<file path="src/rtl/axi_bridge_arb.sv">
// Round-robin arbiter bridging N_CH single-beat request channels onto one AXI4-Lite master.
// One transaction is in flight at a time; completions return to the granted channel.
module axi_bridge_arb #(
    parameter int N_CH   = 2,
    parameter int ADDR_W = 17,
    parameter int DATA_W = 64
) (
    input  logic                     clk,
    input  logic                     rst,
    input  logic [N_CH-1:0]          C_in_valid,
    input  logic [N_CH-1:0]          C_r_wb,
    input  logic [N_CH*ADDR_W-1:0]   C_addr,
    input  logic [N_CH*DATA_W-1:0]   C_data_w,
    output logic [N_CH-1:0]          C_busy,
    output logic [N_CH-1:0]          C_out_valid,
    output logic [N_CH-1:0]          C_err,
    output logic [DATA_W-1:0]        C_data_r,
    output logic                     AR_VALID,
    input  logic                     AR_READY,
    output logic [ADDR_W-1:0]        AR_ADDR,
    input  logic                     R_VALID,
    output logic                     R_READY,
    input  logic [DATA_W-1:0]        R_DATA,
    input  logic [1:0]               R_RESP,
    output logic                     AW_VALID,
    input  logic                     AW_READY,
    output logic [ADDR_W-1:0]        AW_ADDR,
    output logic                     W_VALID,
    input  logic                     W_READY,
    output logic [DATA_W-1:0]        W_DATA,
    input  logic                     B_VALID,
    output logic                     B_READY,
    input  logic [1:0]               B_RESP,
    output logic [2:0]               dbg_state
);
    localparam int CH_W = (N_CH > 1) ? $clog2(N_CH) : 1;

    typedef enum logic [2:0] {
        S_IDLE = 3'd0,
        S_AR   = 3'd1,
        S_R    = 3'd2,
        S_AW   = 3'd3,
        S_W    = 3'd4,
        S_B    = 3'd5,
        S_RSP  = 3'd6
    } state_t;

    state_t              state_q, state_d;
    logic [N_CH-1:0]     pend_q, pend_d;
    logic [N_CH-1:0]     rw_q, rw_d;
    logic [ADDR_W-1:0]   addr_q [N_CH];
    logic [ADDR_W-1:0]   addr_d [N_CH];
    logic [DATA_W-1:0]   data_q [N_CH];
    logic [DATA_W-1:0]   data_d [N_CH];
    logic [CH_W-1:0]     g_q, g_d;
    logic [CH_W-1:0]     last_q, last_d;
    logic [1:0]          resp_q, resp_d;
    logic [DATA_W-1:0]   rdata_q, rdata_d;

    logic                arb_found;
    logic [CH_W-1:0]     arb_idx;
    logic [CH_W-1:0]     cand;
    logic [N_CH-1:0]     g_onehot;

    // Search starts one past the last grant so every pending channel is reached within N_CH grants.
    always_comb begin
        arb_found = 1'b0;
        arb_idx   = '0;
        cand      = '0;
        for (int k = 1; k <= N_CH; k++) begin
            cand = CH_W'((int'(last_q) + k) % N_CH);
            if (!arb_found && pend_q[cand]) begin
                arb_found = 1'b1;
                arb_idx   = cand;
            end
        end
    end

    always_comb begin
        state_d = state_q;
        pend_d  = pend_q;
        rw_d    = rw_q;
        addr_d  = addr_q;
        data_d  = data_q;
        g_d     = g_q;
        last_d  = last_q;
        resp_d  = resp_q;
        rdata_d = rdata_q;

        for (int i = 0; i < N_CH; i++) begin
            if (C_in_valid[i] && !pend_q[i]) begin
                pend_d[i] = 1'b1;
                rw_d[i]   = C_r_wb[i];
                addr_d[i] = C_addr[i*ADDR_W +: ADDR_W];
                data_d[i] = C_data_w[i*DATA_W +: DATA_W];
            end
        end

        // AXI handshake: a valid stays high with stable payload until the matching ready is sampled.
        case (state_q)
            S_IDLE: begin
                if (arb_found) begin
                    g_d     = arb_idx;
                    last_d  = arb_idx;
                    resp_d  = 2'b00;
                    rdata_d = '0;
                    state_d = rw_q[arb_idx] ? S_AR : S_AW;
                end
            end
            S_AR: if (AR_READY) state_d = S_R;
            S_R: begin
                if (R_VALID) begin
                    rdata_d = R_DATA;
                    resp_d  = R_RESP;
                    state_d = S_RSP;
                end
            end
            S_AW: if (AW_READY) state_d = S_W;
            S_W:  if (W_READY)  state_d = S_B;
            S_B: begin
                if (B_VALID) begin
                    resp_d  = B_RESP;
                    state_d = S_RSP;
                end
            end
            S_RSP: begin
                pend_d[g_q] = 1'b0;
                state_d     = S_IDLE;
            end
            default: state_d = S_IDLE;
        endcase
    end

    always_ff @(posedge clk) begin
        if (rst) begin
            state_q <= S_IDLE;
            pend_q  <= '0;
            rw_q    <= '0;
            addr_q  <= '{default: '0};
            data_q  <= '{default: '0};
            g_q     <= '0;
            last_q  <= CH_W'(N_CH - 1);
            resp_q  <= 2'b00;
            rdata_q <= '0;
        end else begin
            state_q <= state_d;
            pend_q  <= pend_d;
            rw_q    <= rw_d;
            addr_q  <= addr_d;
            data_q  <= data_d;
            g_q     <= g_d;
            last_q  <= last_d;
            resp_q  <= resp_d;
            rdata_q <= rdata_d;
        end
    end

    assign g_onehot    = N_CH'(1) << g_q;
    assign C_busy      = pend_q;
    assign C_out_valid = (state_q == S_RSP) ? g_onehot : '0;
    assign C_err       = (state_q == S_RSP && resp_q != 2'b00) ? g_onehot : '0;
    assign C_data_r    = rdata_q;
    assign AR_VALID    = (state_q == S_AR);
    assign AR_ADDR     = (state_q == S_AR) ? addr_q[g_q] : '0;
    assign R_READY     = (state_q == S_R);
    assign AW_VALID    = (state_q == S_AW);
    assign AW_ADDR     = (state_q == S_AW) ? addr_q[g_q] : '0;
    assign W_VALID     = (state_q == S_W);
    assign W_DATA      = (state_q == S_W) ? data_q[g_q] : '0;
    assign B_READY     = (state_q == S_B);
    assign dbg_state   = state_q;
endmodule

</file>
<file path="config.mk">
export PLATFORM = sky130hd
export DESIGN_NAME = axi_bridge_arb
export DESIGN_NICKNAME = d
export VERILOG_FILES = /design/src/rtl/axi_bridge_arb.sv
export SDC_FILE = /design/constraint.sdc
export NUM_CORES = 1
export LEC_CHECK = 0
export ABC_AREA = 1
export CORE_AREA = 2 2 162 164
export DETAILED_ROUTE_END_ITERATION = 6
export DIE_AREA = 0 0 164 166
export PLACE_DENSITY = 0.72
export SLEW_MARGIN = 5
export SYNTH_ARGS = -nofsm -noshare
export SYNTH_HDL_FRONTEND = slang
export SYNTH_SLANG_ARGS = --single-unit
</file>
<file path="constraint.sdc">
create_clock -name clk -period 3.7 [get_ports clk]
set_input_delay 0.555 -clock clk [delete_from_list [all_inputs] [get_ports clk]]
set_output_delay 0.555 -clock clk [all_outputs]
set_load 0.005 [all_outputs]
</file>
==> results.yml, run 1 <==
floorplanning:
  core_sq_mm: 0.02562
  ios: 417
  start_util_pct: 37.59
  fp.dieW_um: 164
  rows: 59
  die-area_sq_mm: 0.02722
  die_h_um: 166
yosys:
  syn-num-nets: 1608
  post-synth-top-area-cell: "dfxtp_1"
  ys_seq_elements: 237
  yosysSeqAreaShare_pct: 49.28
  yosysUniqueCellTypes: 25
  ys_top_cells_by_area: "dfxtp_1 (49%), nor2_1 (15%), nand2_1 (11%), o21ai_0 (8.6%), a21oi_1 (6.9%)"
  ys_warn_count: 0
  synth_top_cell_area_share_pct: 49.28
  postSynthCellCount: 1366
  syn_avg_cell_area_sq_um: 7.048
  mappedNetlistArea_sq_mm: 0.009628
detailed_routing:
  drt-wirelength-per-cell_um: 16.36
  vias_per_cell: 4.887
  ant_nets: 0
  drt_iter0_drc: 680
  num_vias: 10204
  drt-pass1-iter-count: 5
  routed_wirelength_um: 34160
  route.detailed.drc: 0
sta:
  layout_worst_path_cycle_share_pct: 83.02
  hold_viol: 0
  finClkSkew_ps: 10.81
  slew_violations: 0
  rsz0062_at_grt: "false"
  max_slew_margin_pct: 41.75
  worstMarginPinSlew_ps: 873.7
  period_needed_ps: 3072
  setup_viol: 0
  fmax_mhz: 325.5
  layout_setup_ws_ps: 628.2
  finalSetupTns_ps: 0
layout:
  post-route-util_pct: 58.44
  synthToLayoutAreaGrowth_pct: 55.48
  layout_commonest_cell: "clkdlybuf4s50_1"
  fill_cells: 2356
  mostFrequentLayoutCells: "clkdlybuf4s50_1 (415), nor2_1 (381), nand2_1 (288)"
  final_cell_area_sq_mm: 0.01497
  drive_gt1_share_pct: 4.634
  nets: 1970
place:
  dpl_cell_area_sq_mm: 0.01397
  place_ws_ps: 1188
  portBuffers: 416
  gp_congestion: 0.8274
  dp_hpwl_um: 23140
status:
  outcome: "completed"
cts:
  cts_sinks: 237
  worstSkewPairLatency_ps: 520
  clkSlewWorstSetupHoldPaths_ps: 60
  cts_tree: "built"
  clk_path_buf_depth: 3
  postCtsSetupBuffers: 0
  cts_inserted_buffers: 26
  h-tree-depth: 1
  cts-root-buf: "clkbuf_16"
  cts_resized: 0
  cts_hold_buf: 0
flow_run:
  maxCapViolations: 0
global_routing:
  grt_pass1_vias: 9743
  grt_usage_pct: 23.92
  grt_first_pass_wirelength_um: 52280
  grt_overflow: 0
  antenna_found_initial: 7
  grt_max_degree: 122
pwr:
  p_total_mw: 7.864
  leakage_nw: 5.762
  peakVddDrop_mv: 0.3665
  power_density_mw_per_mm2: 525.3
setup_path:
  required_ps: 3140
  criticalPathCategory: "reg2out"
  worstPathMaxFanout: 64
  critPathArrivalTime_ps: 2520
  endpoint_kind: "output port"
  critPathLaunchType: "flip-flop"
hold_path:
  min_path_type: "reg2reg"
[flip-flops by register name, summed over array words and instances (netlist names)]
name,cells
C_busy,2
C_data_r,64
addr_q,34
data_q,128
dbg_state,3
g_q,1
last_q,1
resp_q,2
rw_q,2
[worst paths after layout]
path,from,to,slack [ps],cells past startpoint
max,dbg_state[2],W_DATA[8],630,6
min reg2reg,C_data_r[47],C_data_r[47],460,2
max reg2reg,dbg_state[1],C_data_r[16],1760,6
min,C_data_r[47],C_data_r[47],460,2
[where the power goes]
group,total [mW],internal [mW],switching (mW)
Clock,2.92,1.86,1.06
Sequential,2.96,2.81,0.150
Combinational,1.99,0.868,1.12
Total,7.86,5.54,2.32
[through the flow]
stage | instances | hold slack [ps]
floorplan | 1366 | 450.5
global route | 2088 | 471.9
global placement | 2035 | 447.4
detailed placement | 2035 | 451.5
finish | 2088 | 460.3
CTS | 2083 | 461.8
[final cells by class]
type                       count  area, sq um  share of cell area (%)
tap                          335        419.2                   2.800
clock inverter                11        183.9                   1.229
inverter                      27        103.9                  0.6937
multi-input combinational   1007         4365                   29.16
antenna                        5        12.51                 0.08358
timing repair buffer         429         4332                   28.94
sequential                   237         4748                   31.72
clock buffer                  37        804.5                   5.374
[cell usage after synthesis]
library cell / number
nand2_4: 2
o21ai_0: 165
nor2_4: 2
buf_2: 6
nand2_1: 288
nor2_8: 1
a21oi_1: 132
nand3_2: 1
ha_1: 1
inv_2: 7
o211ai_1: 1
buf_6: 6
o21a_1: 1
nor2_1: 383
dfxtp_1: 237
buf_4: 6
mux2i_1: 17
inv_1: 18
nand2_2: 3
buf_1: 2
clkbuf_1: 75
clkinv_1: 2
nand3b_1: 1
nand3_1: 8
or2_2: 1
[worst max-delay path, stage by stage (launching register included)]
cell,delay [ps]
dfxtp_1,460
inv_2,150
nor2_1,210
inv_2,70
buf_12,180
a21oi_1,300
clkdlybuf4s50_1,570
[kinds of logic (layout without fill, tap and decap cells)]
group | Yosys count | count (layout) | synth area share, %
other | 0 | 5 | 0
adder cells (fa/ha/maj) | 1 | 1 | 0.1299
flip-flops | 237 | 237 | 49.28
multiplexers | 17 | 17 | 1.767
AO/OA/AOI/OAI | 299 | 299 | 15.59
AND/OR/NAND/NOR | 690 | 690 | 27.69
buffers and inverters | 122 | 504 | 5.536
[layer usage]
layer | wire, um | track usage [%] | vias to the layer above
met2 | 16410 | 40.90 | 435
met1 | 13150 | 27.63 | 4622
met4 | 1076 | 8.696 | 4
met3 | 3494 | 8.042 | 65
li1 | - | - | 5078
met5 | 27 | 0 | -
Note: power is estimated with default switching activity, not from simulation.
==> run 2, diff against run 1 <==
clock period = 3 ns   (was 3.7 ns; I/O delays follow)
==> run 2 against run 1 <==
Total power is 18% higher. Sequential cell count is the same. Highest routed layer unchanged. Largest cell class unchanged. Cell area decreased by 0.85%. Clock-buffer cell count is 2 higher. Wire length is 1.2% higher. Critical path depth up 1. Hold slack lost 1.6 ps. Global-route usage up 0.41 points. Combinational power increased by 23%. Via count grew 0.58%.
==> results.yml, run 2 (synthesized netlist as in run 1, its figures left out) <==
place:
  gp_congestion: 0.8572
  place_ws_ps: 562.4
  portBuffers: 416
  dp_hpwl_um: 24120
setup_path:
  critical_path.startpoint: "dbg_state[0]"
  crit_end: "W_DATA[41]"
  reg2reg_to: "C_data_r[51]"
  critPathArrivalTime_ps: 2400
  path_depth: 7
  reg2reg_from: "C_busy[0]"
  reg2reg_setup_slack_ps: 1130
  cp.buffers_inverters: 4
  criticalPathCategory: "reg2out"
  reg2reg_depth: 7
  worst_path_dominant_cell_family: "buffers and inverters"
  critPathLaunchType: "flip-flop"
  crit_path_cell_trace: "inv_1 -> nand2_1 -> nor2_2 -> inv_4 -> buf_12 -> a21oi_1 -> clkdlybuf4s50_1"
  slowest_stage: "clkdlybuf4s50_1"
  worstPathMaxFanout: 42
  cpPeakStageDelay_ps: 530
  endpoint_kind: "output port"
  required_ps: 2550
sta:
  hold_viol: 0
  worstMarginPinSlew_ps: 854.1
  layout_setup_ws_ps: 149.3
  finalSetupTns_ps: 0
  finClkSkew_ps: 9.485
  slew_violations: 0
  fmax_mhz: 350.8
  setup_viol: 0
  rsz0062_at_grt: "false"
  layout_worst_path_cycle_share_pct: 95.02
  max_slew_margin_pct: 43.06
  period_needed_ps: 2851
cts:
  postCtsSetupBuffers: 0
  h-tree-depth: 1
  worstSkewPairLatency_ps: 520
  clkSlewWorstSetupHoldPaths_ps: 60
  cts_inserted_buffers: 26
  clk_path_buf_depth: 3
  cts-root-buf: "clkbuf_16"
  cts_sinks: 237
  cts_tree: "built"
detailed_routing:
  drt-wirelength-per-cell_um: 16.61
  routed_wirelength_um: 34560
  route.detailed.drc: 0
  num_vias: 10263
  ant_nets: 0
  drt_iter0_drc: 674
  drt-pass1-iter-count: 5
  vias_per_cell: 4.932
layout:
  drive_gt1_share_pct: 4.250
  multiInputGateArea_sq_mm: 0.004368
  fill_cells: 2370
  layout_commonest_cell: "clkdlybuf4s50_1"
  ff_latch_area_sq_mm: 0.004751
  mostFrequentLayoutCells: "clkdlybuf4s50_1 (415), nor2_1 (380), nand2_1 (288)"
  top_register: "data_q"
  largest_reg_flops: 128
  synthToLayoutAreaGrowth_pct: 54.15
  nets: 1970
floorplanning:
  die-area_sq_mm: 0.02722
  rows: 59
  start_util_pct: 37.59
  fp.dieW_um: 164
  ios: 417
  core_sq_mm: 0.02562
  die_h_um: 166
global_routing:
  grt_pass1_vias: 10013
  grt_usage_pct: 24.33
  grt_max_degree: 83
  grt_first_pass_wirelength_um: 52820
  antenna_found_initial: 7
  grt_overflow: 0
pwr:
  peakVddDrop_mv: 0.3807
  power_density_mw_per_mm2: 623.3
  leakage_nw: 5.685
status:
  outcome: "completed"
flow_run:
  maxCapViolations: 0
hold_path:
  min_path_type: "reg2reg"
## run 2: how the worst min path moves through the flow
stage / cells past startpoint / endpoint / slack (ps) / from
floorplan: 2 / last_q / 450 / last_q
global placement: 2 / C_data_r[27] / 450 / C_data_r[27]
detailed placement: 2 / C_data_r[6] / 450 / C_data_r[6]
CTS: 2 / C_data_r[6] / 460 / C_data_r[6]
global route: 2 / C_data_r[38] / 470 / C_data_r[38]
finish: 2 / C_data_r[63] / 460 / C_data_r[63]
## run 2: per-layer routing
metal	routed length [um]	global-route usage, %	up-vias
met5	25	0	-
met4	1483	11.82	4
met3	3732	7.742	85
met2	16110	41.07	480
met1	13210	27.62	4614
li1	-	-	5080
## run 2: timing repair
item                                    in CTS  in global routing
gates resized for setup                      2                  3
endpoints found under the setup margin       3                 43
hold buffers                                 0                  0
## run 2: worst min-delay path: cells and delay by family (launching register included)
family             cells  cell delay (ps)
DFF                    1              300
AOI/OAI and AO/OA      1               50
and+or+nand+nor        1               60
## run 2: cell type report
class                           count  area share, %
Timing Repair Buffer              429          29.35
Clock inverter                      2         0.2360
Sequential cell                   237          32.01
Inverter                           27         0.7250
Tap cell                          335          2.824
Clock buffer                       39          5.336
Antenna cell                        5        0.08430
Multi-Input combinational cell   1007          29.43
## run 2: power breakdown
group / leakage, nW / switching [mW] / internal [mW] / total, mW
registers: 1.95 / 0.216 / 3.47 / 3.69
clock network: 0.406 / 1.24 / 1.88 / 3.12
logic: 3.33 / 1.36 / 1.08 / 2.44
total: 5.68 / 2.81 / 6.44 / 9.25
## run 2: metrics by stage
stage	hold WS [ps]	cell area, sq um	power (mW)	std cells	util [%]
after floorplan	450.5	9628	5.040	1366	-
after global placement	448.0	13990	6.158	2035	54.63
after global routing	468.8	14840	9.738	2081	57.94
after detailed placement	452.2	13990	6.189	2035	54.63
final	458.7	14840	9.251	2081	57.94
after CTS	461.6	14820	9.325	2076	57.87
==> run 3, diff against run 2 <==
HOLD_SLACK_MARGIN = 0.02   (was default)
TNS_END_PERCENT = 5   (was default)
==> results of run 3 <==
Final layout, timing and power as in run 2 (identical DEF).
